## src/rtl/iforest_pkg.sv

```systemverilog
// Shared definitions for the isolation-forest front end: reader state encoding,
// sensor byte width and the default feature count.
package iforest_pkg;

  typedef enum logic [1:0] {
    S_FETCH   = 2'd0,
    S_CAPTURE = 2'd1,
    S_PRESENT = 2'd2
  } reader_state_t;

  localparam int unsigned SENSOR_BYTE_W        = 8;
  localparam int unsigned DEFAULT_NUM_FEATURES = 4;

  // Index width that never collapses to zero bits.
  function automatic int unsigned idx_width(input int unsigned n);
    return (n > 1) ? $clog2(n) : 1;
  endfunction

endpackage

```

## src/rtl/sample_timeout_ctr.sv

```systemverilog
// Stall counter for partially assembled samples; expired is a combinational strobe
// on the TIMEOUT_CYCLES-th consecutive cycle with run high.
module sample_timeout_ctr #(
  parameter int unsigned TIMEOUT_CYCLES = 256
) (
  input  logic clk,
  input  logic reset,
  input  logic run,
  input  logic clear,
  output logic expired
);

  localparam int unsigned CNT_W = $clog2(TIMEOUT_CYCLES + 1);

  logic [CNT_W-1:0] count;

  assign expired = run && (count == CNT_W'(TIMEOUT_CYCLES - 1));

  always_ff @(posedge clk or negedge reset) begin
    if (!reset) begin
      count <= '0;
    end else if (clear || expired) begin
      count <= '0;
    end else if (run) begin
      count <= count + 1'b1;
    end
  end

endmodule

```

## src/rtl/fifo_sample_reader.sv

```systemverilog
// Pops sensor bytes from the input FIFO and packs NUM_FEATURES of them into one sample
// for the scorer. Optional partial-sample timeout is built when READER_TIMEOUT_EN is defined.
module fifo_sample_reader
  import iforest_pkg::*;
#(
  parameter int unsigned NUM_FEATURES   = DEFAULT_NUM_FEATURES,
  parameter int unsigned TIMEOUT_CYCLES = 256
) (
  input  logic                                  clk,
  input  logic                                  reset,
  input  logic [SENSOR_BYTE_W-1:0]              fifo_output,
  input  logic                                  fifo_empty,
  output logic                                  read_enable,
  output logic [SENSOR_BYTE_W*NUM_FEATURES-1:0] sample_data,
  output logic                                  sample_valid,
  input  logic                                  sample_ready,
  output logic                                  sample_dropped
);

  localparam int unsigned IDX_W = idx_width(NUM_FEATURES);
  localparam logic [IDX_W-1:0] LAST_IDX = IDX_W'(NUM_FEATURES - 1);

  reader_state_t    state;
  logic [IDX_W-1:0] idx;
  logic             timeout_expired;

  // Gated by reset so no pop strobe escapes while the block is held in reset.
  assign read_enable = reset && (state == S_FETCH) && !fifo_empty;

  always_ff @(posedge clk or negedge reset) begin
    if (!reset) begin
      state        <= S_FETCH;
      idx          <= '0;
      sample_data  <= '0;
      sample_valid <= 1'b0;
    end else begin
      case (state)
        S_FETCH: begin
          if (!fifo_empty) begin
            state <= S_CAPTURE;
          end else if (timeout_expired) begin
            idx <= '0;
          end
        end
        S_CAPTURE: begin
          for (int unsigned i = 0; i < NUM_FEATURES; i++) begin
            if (idx == IDX_W'(i)) begin
              sample_data[i*SENSOR_BYTE_W +: SENSOR_BYTE_W] <= fifo_output;
            end
          end
          if (idx == LAST_IDX) begin
            idx          <= '0;
            state        <= S_PRESENT;
            sample_valid <= 1'b1;
          end else begin
            idx   <= idx + 1'b1;
            state <= S_FETCH;
          end
        end
        S_PRESENT: begin
          if (sample_ready) begin
            state        <= S_FETCH;
            sample_valid <= 1'b0;
          end
        end
        default: begin
          state        <= S_FETCH;
          sample_valid <= 1'b0;
        end
      endcase
    end
  end

`ifdef READER_TIMEOUT_EN
  logic stall_run;

  // Only a partially filled sample waiting on an empty FIFO counts as a stall.
  assign stall_run = (state == S_FETCH) && fifo_empty && (idx != '0);

  sample_timeout_ctr #(
    .TIMEOUT_CYCLES(TIMEOUT_CYCLES)
  ) u_timeout_ctr (
    .clk    (clk),
    .reset  (reset),
    .run    (stall_run),
    .clear  (read_enable),
    .expired(timeout_expired)
  );

  always_ff @(posedge clk or negedge reset) begin
    if (!reset) begin
      sample_dropped <= 1'b0;
    end else begin
      sample_dropped <= (state == S_FETCH) && timeout_expired;
    end
  end
`else
  assign timeout_expired = 1'b0;
  assign sample_dropped  = 1'b0;
`endif

endmodule

```

## config.mk

```make
export PLATFORM = sky130hd
export DESIGN_NAME = fifo_sample_reader
export DESIGN_NICKNAME = d
export VERILOG_FILES = /design/src/rtl/iforest_pkg.sv /design/src/rtl/sample_timeout_ctr.sv /design/src/rtl/fifo_sample_reader.sv
export SDC_FILE = /design/constraint.sdc
export NUM_CORES = 1
export LEC_CHECK = 0
export CAP_MARGIN = 15
export CORE_UTILIZATION = 48
export CTS_BUF_LIST = sky130_fd_sc_hd__clkbuf_2 sky130_fd_sc_hd__clkbuf_4 sky130_fd_sc_hd__clkbuf_8
export DETAILED_ROUTE_END_ITERATION = 10
export GPL_TIMING_DRIVEN = 0
export PLACE_DENSITY = 0.82
export SLEW_MARGIN = 20
export SYNTH_ARGS = -nofsm -noshare
export SYNTH_HDL_FRONTEND = slang
export SYNTH_HIERARCHICAL = 1
export SYNTH_SLANG_ARGS = --single-unit
```

## constraint.sdc

```tcl
create_clock -name clk -period 1.68 [get_ports clk]
set_clock_uncertainty 0.15 [all_clocks]
set_input_delay 0.168 -clock clk [delete_from_list [all_inputs] [get_ports clk]]
set_output_delay 0.168 -clock clk [all_outputs]
set_load 0.02 [all_outputs]
```

After elaboration in Yosys (flattened, before gate mapping)
Index checks and enable logic that the tools add are counted.
Widths: inputs -> output; s select.
{"block": "classes", "n_addsub": 1, "n_mux": 8, "n_bitwise": 1, "n_reduce_logical": 11, "eq_ne": 8}
{"cell": "$reduce_and 2->1", "count": 5}
{"cell": "$mux 2", "count": 4}
{"cell": "$eq 2x2->1 const B", "count": 3}
{"cell": "$ne 2x2->1 const B", "count": 3}
{"cell": "$pmux 2 s3", "count": 1}
{"cell": "$eq 2x1->1 const B", "count": 2}
{"cell": "$logic_not 2->1", "count": 2}
{"cell": "$pmux 1 s3", "count": 1}
{"cell": "$reduce_and 3->1", "count": 1}
{"cell": "$add 2x1->2 const B", "count": 1}
{"cell": "$logic_and 1x1->1", "count": 2}
{"cell": "$mux 1", "count": 2}
{"cell": "$logic_not 1->1", "count": 1}
{"cell": "$not 1->1", "count": 1}
{"block": "word_totals", "ff_bits": 37, "out_inout_bits": 35}

Logic depth before layout (Yosys ltp)
{"block": "depth", "ltp_word": 3, "depth_mapped": 4, "mapped_depth_nobuf": 4}

Worst setup path after synthesis
OpenSTA, ideal clock, no wires.
{"block": "synth_path", "kind": "register -> register", "start": "register idx[0]", "end": "register sample_data[0]", "path_stages_with_launch": 5, "setup_slack_ps": 291, "arrival_ps": 1114, "period_less_slack_ps": 1389, "setup_time_ps": 125, "n_path_buf": 0, "cell_sequence": "dfrtp_1 > inv_1 > ha_1 > nand3b_4 > mux2_2"}
{"block": "synth_via", "elab_chain_len": 2}
{"element": "from (decl)", "line_no": "fifo_sample_reader.sv:24", "source": "logic [IDX_W-1:0] idx;"}
{"element": "from (signal assigned)", "line_no": "fifo_sample_reader.sv:56", "source": "idx <= idx + 1'b1;"}
{"element": "$logic_not 2->1", "line_no": "fifo_sample_reader.sv:47", "source": "if (idx == IDX_W'(i)) begin"}
{"element": "$reduce_and 2->1 (no source line)"}
{"element": "to (signal, indexed assignment)", "line_no": "fifo_sample_reader.sv:48", "source": "sample_data[i*SENSOR_BYTE_W +: SENSOR_BYTE_W] <= fifo_output;"}
{"element": "to (decl)", "line_no": "fifo_sample_reader.sv:14", "source": "output logic [SENSOR_BYTE_W*NUM_FEATURES-1:0] sample_data,"}
Every way passes these cells.
A chain may end at the register's enable or synchronous reset.

Worst setup path in the final report
{"block": "layout_path", "start": "register sample_data[16]", "end": "output sample_data[16]"}
No word-level cell between the ends.

==> metrics <==
Worst Setup End Kind primary output; Avg Vias per Cell approximately 5.1; Max Transition Viols Final 0; wire length of the first global-routing pass 5080 microns; transition time at the pin with the least slew margin ~0.57 ns; Storage cell area roughly 930 sq um; largest incremental delay on the critical path 0.62 ns; number of buffers added by the clock tree synthesis step 5; total congestion overflow after global routing 0; Fmax a little over 600 MHz; layout cells sized above 1 between 30% and 40%; Clock H-tree levels 2; final weighted congestion of routability-driven global placement 0.646; effective utilization at floorplan 50.0%; outcome finished clean; net count after synthesis roughly 110; global-route total usage across every layer a little over a fifth; final wirelength between 3000 and 4000 microns; number of cells produced by synthesis 93; area share of the leading cell type in the synthesized netlist between 60% and 70%; Setup Viol. Count Final 0; cell with the largest stage delay on the worst path sky130_fd_sc_hd__clkdlybuf4s50_1; number of search-and-repair iterations in the first detailed-routing pass 2; leading cell type by number of instances after synthesis sky130_fd_sc_hd__dfrtp_1; CP endpoint sample_data[16]; Std-Cell Core Area 3030 sq um; leading post-synthesis cells by cell area sky130_fd_sc_hd__dfrtp_1 61%, sky130_fd_sc_hd__mux2_2 25%, sky130_fd_sc_hd__nand3b_4 5.3%, sky130_fd_sc_hd__ha_1 3.3%, sky130_fd_sc_hd__buf_4 0.99%; area used by multi-input combinational logic 578 sq um; routed metal-1 wire length around 1200 microns; CTS tree done; Max Buffers Root-to-Sink 2; number of buffers and inverters on the critical path 1; most common flop cell mapped by yosys sky130_fd_sc_hd__dfrtp_1; placed wire-length estimate after detailed placement between 2000 and 2500 microns; highest routed metal layer met4; vias after detailed routing approximately 1000; reg-to-reg setup timing slack 0.14 ns; clock-pin slew on the worst setup and hold paths 0.10 ns; Sw Pwr roughly 1.6 mW; tightest slew margin relative to the limit 61.7%; setup slack after placement -0.166 ns; number of hold violations in the final report 0; Reg2Reg Launch Point idx[0]; filler cell count 189; power per standard cell area just under 2000 nW/um^2; distinct cell type count of the synthesized netlist 15; Max Cap Violations 0; area of the die between 3000 and 4000 sq um; category of the critical setup timing path register to primary output; final worst-path setup slack 0.0332 ns; cell taking the most area after synthesis sky130_fd_sc_hd__dfrtp_1; number of ports placed on the die boundary between 40 and 50; diodes inserted 0; combinational group share of total power 49.6%; post-synthesis average cell area roughly 16 sq um; final routed DRC violation total 0; reg2reg end sample_data[30]; final hold slack 0.257 ns; Worst VDD drop about 1300 uV; Port Buf Inserts 45; Design Power roughly 4.5 mW; via count of the first global-routing pass 1117; average wire length per cell after detail routing between 15 and 20 microns; proportion of total power due to net switching roughly a third; Async S/R FF share, synth 100%; Worst setup SP type register; number of stages on the worst setup path 1; initial antenna violation count 0; cells along the critical path clkdlybuf4s50_1; die height 58.2 microns; first element of the critical path sample_data[16]; routed wire length on met2 between 1500 and 2000 microns; initial detailed-routing violation count 21; met3 wire length around 170 microns; clock root buffer sky130_fd_sc_hd__clkbuf_4; largest fanout on the critical path 2; Skew-Pair Late Insertion Delay 0.34 ns; width of the die 58.2 microns; Static Leakage around 1.2 nW; synthesis warning total 6; power share of the sequential group ~36%; EDFF count, synth 0; class of the most critical hold timing path primary input to register; site row count 20; reg2reg path depth 3; cell internal pwr just under 3 mW; worst endpoint required time between 1 and 1.5 ns; post-synthesis cell area about 1500 sq um; antenna violation net count after detailed routing 0; #FFs+latches synth 37; part of the total power dissipated in the clock network 14.8%; signal arrival time at the worst endpoint between 1 and 1.5 ns; time the worst path needs with I/O delays and setup 1.65 ns; Area growth syn-to-layout 48.4%; clock sinks 37; largest net degree at the start of global routing 26; period utilization 98.0%; top post-synthesis cells by count 37 x sky130_fd_sc_hd__dfrtp_1, 34 x sky130_fd_sc_hd__mux2_2, 4 x sky130_fd_sc_hd__ha_1, 4 x sky130_fd_sc_hd__nand3b_4; Top delay family on crit path buffers and inverters; part of the Yosys area used for sequential elements between 60% and 70%; final net count 166
## state kept, by name, summed over array words and instances, names as in the netlist
name / cells
idx: 2
sample_data: 32
sample_valid: 1
state: 2
## how the worst min path moves through the flow
stage | from | to | slack [ns] | depth (start not counted)
finish | fifo_empty | state[0] | 0.26 | 2
global route | fifo_empty | state[0] | 0.26 | 2
CTS | fifo_empty | state[0] | 0.25 | 2
detailed placement | reset | sample_data[24] | -0.06 | 1
global placement | sample_data[2] | sample_data[2] | 0.34 | 1
floorplan | reset | idx[0] | -0.28 | 0
## cells by family (layout without fill, tap and decap cells)
| kind of cell | count (synthesis) | after routing | share of synthesized area [%] |
|---|---|---|---|
| buffers and inverters | 4 | 62 | 1.49 |
| DFF | 37 | 37 | 61.1 |
| muxes | 34 | 34 | 25.3 |
| adders and majority gates | 4 | 4 | 3.30 |
| other | 1 | 1 | 0.247 |
| and+or+nand+nor | 10 | 10 | 7.35 |
| AOI/OAI and AO/OA | 3 | 3 | 1.24 |
## metal layers
metal / vias up / GRT usage [%]
li1: 436 / -
met1: 520 / 23.2
met2: 33 / 35.6
met3: 10 / 6.92
met4: 0 / 14.3
met5: - / 0
## metrics by stage
| step | instances | area [sq um] | util (%) | TNS [ns] |
|---|---|---|---|---|
| after global routing | 195 | 2250 | 74.3 | -0.0158 |
| final | 195 | 2250 | 74.3 | 0 |
| after global placement | 182 | 2020 | 66.7 | -18.20 |
| after floorplan | 93 | 1520 | - | 0 |
| after detailed placement | 183 | 2040 | 67.5 | -0.166 |
| after CTS | 195 | 2190 | 72.4 | 0 |
## area by class of cell
type	instances	area share, %
Clock inverter	1	1.34
Timing Repair Buffer	50	25.5
Tap cell	44	2.45
Buffer	2	0.835
Sequential cell	37	41.2
Inverter	2	0.334
Clock buffer	7	2.62
Multi-Input combinational cell	52	25.7
## power by group through the flow
| stage | Sequential (mW) | Combinational (mW) | Clock [mW] |
|---|---|---|---|
| 2_1_floorplan | 2.08 | 0.721 | 0 |
| 3_3_place_gp | 1.58 | 2.18 | 0 |
| 3_5_place_dp | 1.61 | 2.25 | 0 |
| 4_1_cts | 1.60 | 2.29 | 0.672 |
| 5_1_grt | 1.64 | 2.35 | 0.705 |
| 6_report | 1.59 | 2.21 | 0.658 |
## repair_timing
item,4_1_cts,5_1_grt
resized for setup,8,23
hold buffers,3,0
pin swaps,0,0
setup endpoints to repair,1,23
setup buffers,1,0
endpoints found under the hold margin,37,0
## cells in the final DEF (no fill, tap or decap), drive strengths merged
cell,synthesis,layout
dlygate4sd3,0,2
and2,1,1
nor3,1,1
clkbuf,0,7
ha,4,4
a21oi,1,1
mux2,34,34
dlymetal6s2s,0,22
buf,2,7
o21ai,1,1
conb,1,1
o2bb2ai,1,1
inv,2,2
dfrtp,37,37
clkdlybuf4s50,0,21
nand2b,1,1
bufinv,0,1
nand3b,4,4
nor2,2,2
nor2b,1,1
Power figures use the tool's default switching activity.
